## src/rtl/median_frame_buffer_pkg.sv

```systemverilog
// Shared types and entry layout for the median frame buffer.
package median_frame_buffer_pkg;

  typedef enum logic [1:0] {
    ST_IDLE  = 2'd0,
    ST_BURST = 2'd1,
    ST_DROP  = 2'd2
  } mfb_state_e;

  // Flag bits sit directly above the sample in each FIFO entry.
  localparam int unsigned DAT_LSB = 0;
  localparam int unsigned SOF_OFS = 0;
  localparam int unsigned EOF_OFS = 1;
  localparam int unsigned FLAG_W  = 2;

endpackage

```

## src/rtl/sync_fifo_fwft.sv

```systemverilog
// Synchronous first-word-fall-through FIFO with registered occupancy count.
module sync_fifo_fwft #(
  parameter int unsigned WIDTH = 10,
  parameter int unsigned DEPTH = 64
) (
  input  logic                     clk,
  input  logic                     rst,
  input  logic                     wr_en,
  input  logic [WIDTH-1:0]         wr_data,
  input  logic                     rd_en,
  output logic [WIDTH-1:0]         rd_data,
  output logic                     full,
  output logic                     empty,
  output logic [$clog2(DEPTH):0]   count
);

  localparam int unsigned AW = $clog2(DEPTH);
  localparam int unsigned CW = AW + 1;

  logic [WIDTH-1:0] mem_q [DEPTH];
  logic [AW-1:0]    wr_ptr_q, wr_ptr_d;
  logic [AW-1:0]    rd_ptr_q, rd_ptr_d;
  logic [CW-1:0]    count_q, count_d;
  logic             push, pop;

  assign full    = (count_q == CW'(DEPTH));
  assign empty   = (count_q == '0);
  assign count   = count_q;
  assign push    = wr_en & ~full;
  assign pop     = rd_en & ~empty;
  assign rd_data = mem_q[rd_ptr_q];

  always_comb begin
    wr_ptr_d = push ? wr_ptr_q + AW'(1) : wr_ptr_q;
    rd_ptr_d = pop  ? rd_ptr_q + AW'(1) : rd_ptr_q;
    count_d  = count_q;
    case ({push, pop})
      2'b10:   count_d = count_q + CW'(1);
      2'b01:   count_d = count_q - CW'(1);
      default: count_d = count_q;
    endcase
  end

  always_ff @(posedge clk) begin
    if (rst) begin
      wr_ptr_q <= '0;
      rd_ptr_q <= '0;
      count_q  <= '0;
    end else begin
      wr_ptr_q <= wr_ptr_d;
      rd_ptr_q <= rd_ptr_d;
      count_q  <= count_d;
    end
  end

  // Storage needs no reset; occupancy alone defines validity.
  always_ff @(posedge clk) begin
    if (push) mem_q[wr_ptr_q] <= wr_data;
  end

endmodule

```

## src/rtl/median_frame_buffer.sv

```systemverilog
// Frames a free-running dat/val stream into SOF/EOF-tagged valid/ready beats via a FIFO.
module median_frame_buffer
  import median_frame_buffer_pkg::*;
#(
  parameter int unsigned WORD_LEN = 8,
  parameter int unsigned DEPTH    = 64,
  parameter int unsigned LEN_W    = 16
) (
  input  logic                clk,
  input  logic                rst,
  input  logic [WORD_LEN-1:0] dat_i,
  input  logic                val_i,
  output logic [WORD_LEN-1:0] m_dat,
  output logic                m_sof,
  output logic                m_eof,
  output logic                m_val,
  input  logic                m_rdy,
  output logic                stat_val,
  output logic [LEN_W-1:0]    stat_len,
  output logic                stat_trunc,
  output logic                ovf,
  input  logic                ovf_clr
);

  localparam int unsigned ENTRY_W = WORD_LEN + FLAG_W;
  localparam int unsigned SOF_BIT = WORD_LEN + SOF_OFS;
  localparam int unsigned EOF_BIT = WORD_LEN + EOF_OFS;
  localparam int unsigned CW      = $clog2(DEPTH) + 1;

  mfb_state_e          state_q, state_d;
  logic [WORD_LEN-1:0] h_dat_q, h_dat_d;
  logic                h_sof_q, h_sof_d;
  logic [LEN_W-1:0]    len_q, len_d, len_inc;
  logic                ovf_q, ovf_d;
  logic                stat_val_q, stat_val_d;
  logic [LEN_W-1:0]    stat_len_q, stat_len_d;
  logic                stat_trunc_q, stat_trunc_d;

  logic                fifo_wr, fifo_eof, fifo_full, fifo_empty;
  logic [ENTRY_W-1:0]  fifo_wdata, fifo_rdata;
  logic [CW-1:0]       fifo_count;
  logic                room1, room2, close, close_trunc, ovf_set;

  // Admission sees only the registered count; a same-cycle pop is not credited.
  assign room1   = ~fifo_full;
  assign room2   = (fifo_count <= CW'(DEPTH - 2));
  assign len_inc = (len_q == {LEN_W{1'b1}}) ? len_q : len_q + LEN_W'(1);

  assign fifo_wdata = {fifo_eof, h_sof_q, h_dat_q};

  sync_fifo_fwft #(.WIDTH(ENTRY_W), .DEPTH(DEPTH)) u_fifo (
    .clk     (clk),
    .rst     (rst),
    .wr_en   (fifo_wr),
    .wr_data (fifo_wdata),
    .rd_en   (m_rdy),
    .rd_data (fifo_rdata),
    .full    (fifo_full),
    .empty   (fifo_empty),
    .count   (fifo_count)
  );

  always_ff @(posedge clk) begin
    if (rst) begin
      state_q      <= ST_IDLE;
      h_dat_q      <= '0;
      h_sof_q      <= 1'b0;
      len_q        <= '0;
      ovf_q        <= 1'b0;
      stat_val_q   <= 1'b0;
      stat_len_q   <= '0;
      stat_trunc_q <= 1'b0;
    end else begin
      state_q      <= state_d;
      h_dat_q      <= h_dat_d;
      h_sof_q      <= h_sof_d;
      len_q        <= len_d;
      ovf_q        <= ovf_d;
      stat_val_q   <= stat_val_d;
      stat_len_q   <= stat_len_d;
      stat_trunc_q <= stat_trunc_d;
    end
  end

  always_comb begin
    state_d = state_q;
    case (state_q)
      ST_IDLE:  if (val_i) state_d = ST_BURST;
      ST_BURST: begin
        if (val_i) begin
          if (!room2) state_d = ST_DROP;
        end else begin
          state_d = ST_IDLE;
        end
      end
      ST_DROP:  if (!val_i) state_d = ST_IDLE;
      default:  state_d = ST_IDLE;
    endcase
  end

  always_comb begin
    fifo_wr     = 1'b0;
    fifo_eof    = 1'b0;
    h_dat_d     = h_dat_q;
    h_sof_d     = h_sof_q;
    len_d       = len_q;
    close       = 1'b0;
    close_trunc = 1'b0;
    ovf_set     = 1'b0;
    case (state_q)
      ST_IDLE: begin
        if (val_i) begin
          h_dat_d = dat_i;
          h_sof_d = 1'b1;
          len_d   = '0;
        end
      end
      ST_BURST: begin
        if (val_i && room2) begin
          fifo_wr = 1'b1;
          h_dat_d = dat_i;
          h_sof_d = 1'b0;
          len_d   = len_inc;
        end else if (room1) begin
          // Either the natural end or a forced one when only one slot remains.
          fifo_wr     = 1'b1;
          fifo_eof    = 1'b1;
          len_d       = len_inc;
          close       = 1'b1;
          close_trunc = val_i;
          ovf_set     = val_i;
        end else begin
          close       = 1'b1;
          close_trunc = 1'b1;
          ovf_set     = 1'b1;
        end
      end
      default: ;
    endcase
    stat_val_d   = close;
    stat_len_d   = close ? len_d : stat_len_q;
    stat_trunc_d = close ? close_trunc : stat_trunc_q;
    ovf_d        = ovf_set | (ovf_q & ~ovf_clr);
  end

  assign m_val      = ~fifo_empty;
  assign m_dat      = m_val ? fifo_rdata[WORD_LEN-1:0] : '0;
  assign m_sof      = m_val & fifo_rdata[SOF_BIT];
  assign m_eof      = m_val & fifo_rdata[EOF_BIT];
  assign stat_val   = stat_val_q;
  assign stat_len   = stat_len_q;
  assign stat_trunc = stat_trunc_q;
  assign ovf        = ovf_q;

endmodule
```

## config.mk

```make
export PLATFORM = sky130hd
export DESIGN_NAME = median_frame_buffer
export DESIGN_NICKNAME = d
export VERILOG_FILES = /design/src/rtl/median_frame_buffer_pkg.sv /design/src/rtl/sync_fifo_fwft.sv /design/src/rtl/median_frame_buffer.sv
export SDC_FILE = /design/constraint.sdc
export NUM_CORES = 1
export LEC_CHECK = 0
export CELL_PAD_IN_SITES_DETAIL_PLACEMENT = 0
export CELL_PAD_IN_SITES_GLOBAL_PLACEMENT = 1
export CORE_AREA = 5 5 407 209
export CTS_CLUSTER_DIAMETER = 30
export DETAILED_ROUTE_END_ITERATION = 10
export DIE_AREA = 0 0 412 214
export PLACE_DENSITY_LB_ADDON = 0.15
export RECOVER_POWER = 100
export SYNTH_ARGS = -nofsm -noshare
export SYNTH_HDL_FRONTEND = slang
export SYNTH_SLANG_ARGS = --single-unit
```

## constraint.sdc

```tcl
create_clock -name clk -period 2.8 [get_ports clk]
set_input_delay 0.28 -clock clk [delete_from_list [all_inputs] [get_ports clk]]
set_output_delay 0.28 -clock clk [all_outputs]
set_load 0.02 [all_outputs]
```

==> run summary <==
RR Startpoint: u_fifo.count[3]$_SDFFE_PP0P_
Hold Buf Count CTS: 0
Skew final: 0.0251 ns
Post-Syn Area: 28100 um^2
DRC: 0
Congestion Overflow GR: 0
F_max: 307 MHz
Commonest cells after routing, fill and taps aside: edfxtp_1, buf_4, mux4_2, nor2_1, clkbuf_16
Cells after Synth: 1546
Setup violators final: 358
Iter 0 DRT Violations: 1686
Routed Antenna Nets: 0
Critical-path top delay cell: mux4_2
Vias in the first global route: 16128
Fin crit period: 3.26 ns
#FFs+latches synth: 711
Crit path largest cell delay: 0.55 ns
Hold WC Path Type: input pin to flop
Setup ws final: -0.456 ns
Outcome: complete, but fails checks
Syn Area/Cell: 18.2 um^2
Crit-path max FO: 5
H-tree Lvls: 3
R2r worst-path depth: 9
GRT Overall Usage: 20.0%
Post-DR vias/cell: 5.33
Commonest non-fill, non-tap cell in the layout: edfxtp_1
Initial antenna violation count: 1
Effective utilization at floorplan: 34.7%
FFs w/ async S/R, synth: 0%
Die X: 412 um
Worst r2r dst: u_fifo.mem_q[52][3]$_DFFE_PP_
Maxcap violations: 2
RSZ-0062 raised after global routing: yes
Worst-Margin Slew: 1.62 ns
Share of cells above drive strength 1: 38.3%
Final #Nets: 1930
Reg2Reg Setup Slack: -0.28 ns
Cts bufs inserted: 99
Post-DR wirelength/cell: 28.5 um
Hold Startpoint: rst
Count of cell types in the netlist: 69
Die area: 88200 um^2
Worst hold stages: 2
Total chip power: 32800 uW
Fin crit share: 116%
Leakage: 0.0121 uW
Crit path DAT: 2.98 ns
DP Worst Slack: -0.471 ns
CP startpoint kind: flop
Design Area, Final: 36500 um^2
Ports: 43
Placed insts: 2876
Fin. Hold Viols: 0
First-pass GRT wire length: 125000 um
TritonCTS clock tree: yes
Input/output buffers: 42
Clock root cell: clkbuf_16
Final HPWL DP: 59800 um
Placed cell areas: 31900 um^2
Clk sinks: 711
Pwr dens: 898 nW/um^2
Seq/Total Area, Yosys: 73.5%
Fin. max-slew vios: 130
Worst VDD drop: 0.693 mV
CP required: 2.52 ns
Pre-antenna DRT Iters: 5
Slew margin rel.: -8.24%
Ant. Diodes: 0
Ys Warns: 0
Synth Flop Type: edfxtp_1
Total core area: 80800 um^2
Failing checks: capacitance limit, slew limit, setup timing
P&R area growth vs syn: 30.1%
Largest net degree at the start of global routing: 65
Synthesized Nets: 1564
Clk buf depth: 3
Number of core rows: 74
Non-Filler Instances: 3101
Clock Pin Slew Worst Setup and Hold Paths: 0.06 ns
Clock latency on the worst-skew pair: 0.67 ns
Chip Height: 214 um
Routed via count: 16516
GP Congestion: 0.870
Post-synth EDFFs: 640
CP endpoint kind: primary output
Post-Route WL: 88500 um
Crit-path cells: buf_12, buf_16, mux4_2, a22oi_2, a21oi_1, a21oi_1, buf_4, o22ai_4, buf_6
Setup CP Type: flop to primary output
Cell repeated most along the worst path: a21oi_1
==> worst max path at each step <==
stage	endpoint	cells after the start
4_1_cts	m_dat[7]	8
3_5_place_dp	m_dat[6]	10
5_1_grt	m_dat[2]	9
6_report	m_dat[2]	9
3_3_place_gp	m_sof	8
2_1_floorplan	u_fifo.count[4]$_SDFFE_PP0P_	11
==> cell type report <==
class / instances / area [um^2]
multi-input cells: 735 / 7630
repair buffers: 357 / 3320
inverters: 8 / 30.0
flip-flops and latches: 711 / 20700
clock buffers: 115 / 2600
clock inverters: 73 / 907
fillers: 6939 / 44300
well taps: 1102 / 1380
==> kinds of logic after synthesis <==
| kind of cell | synth area share (%) |
|---|---|
| buffers and inverters | 1.52 |
| flip-flops | 73.5 |
| AO/OA/AOI/OAI | 4.95 |
| AND/OR/NAND/NOR | 5.42 |
| XOR/XNOR | 0.531 |
| multiplexers | 13.8 |
| adder cells (fa/ha/maj) | 0.223 |
==> power by group <==
| part | switching [uW] | internal [uW] | total (uW) |
|---|---|---|---|
| clock | 4950 | 8220 | 13200 |
| sequential | 200 | 11800 | 12000 |
| combinational | 3940 | 3660 | 7600 |
| total | 9090 | 23700 | 32800 |
==> cells in the mapped netlist (6+ instances only) <==
master      n  area share (%)
nand2b_1   12            0.27
a211oi_1   19            0.51
nor2b_1    15            0.33
a31oi_1     6            0.13
a22oi_1    39             1.0
edfxtp_1  640              68
inv_1       7           0.094
nor2_1    152             2.0
mux2i_1    22            0.78
o21ai_0    15            0.27
dfxtp_1    71             5.1
nand2_1    55            0.74
buf_1      14            0.19
nand3_1    12            0.21
nand4_1     9            0.20
nor4_1      8            0.18
a21oi_1    33            0.59
a22o_1      6            0.19
buf_2      34            0.61
or3_1       7            0.16
o211ai_1    9            0.24
mux2_2     16            0.64
xor2_1     13            0.41
o22ai_1    29            0.65
nor3_1     15            0.27
clkbuf_1   43            0.58
mux4_2    154              12
==> routing by layer <==
metal / routed length [um] / GRT usage (%)
met5: 0 / 0
met4: 1430 / 4.42
met3: 8990 / 6.98
met2: 32300 / 23.8
met1: 45800 / 33.5
==> registers in the layout (all words and copies together), names as in the netlist, named ones only <==
signal	cells
u_fifo.mem_q	640
h_sof_q	1
stat_trunc	1
ovf	1
stat_val	1
h_dat_q	8
u_fifo.rd_ptr_q	6
u_fifo.count	7
u_fifo.wr_ptr_q	6
stat_len	16
state_q	2
len_q	16
==> metrics by stage <==
step	TNS [ns]	utilization (%)	hold slack, ns
after floorplan	0	-	0.424
after global placement	-3.53	39.5	0.447
after detailed placement	-3.63	39.5	0.453
after CTS	-4.34	45.1	0.137
after global routing	-106.00	45.2	0.208
final	-37.21	45.2	0.204
==> what timing repair did <==
action | CTS | global route
cloned | 5 | 1
setup buffers | 32 | 6
resized for setup | 187 | 50
hold endpoints to repair | 0 | 0
endpoints found under the setup margin | 15 | 18
pin swaps | 43 | 30
==> worst max-delay path: cells and delay by family, from the launching register on <==
kind	cells	cell delay (ns)
AOI/OAI and AO/OA	4	0.74
muxes	1	0.55
DFF	1	0.41
buffers and inverters	4	0.60
Power figures use the tool's default switching activity.
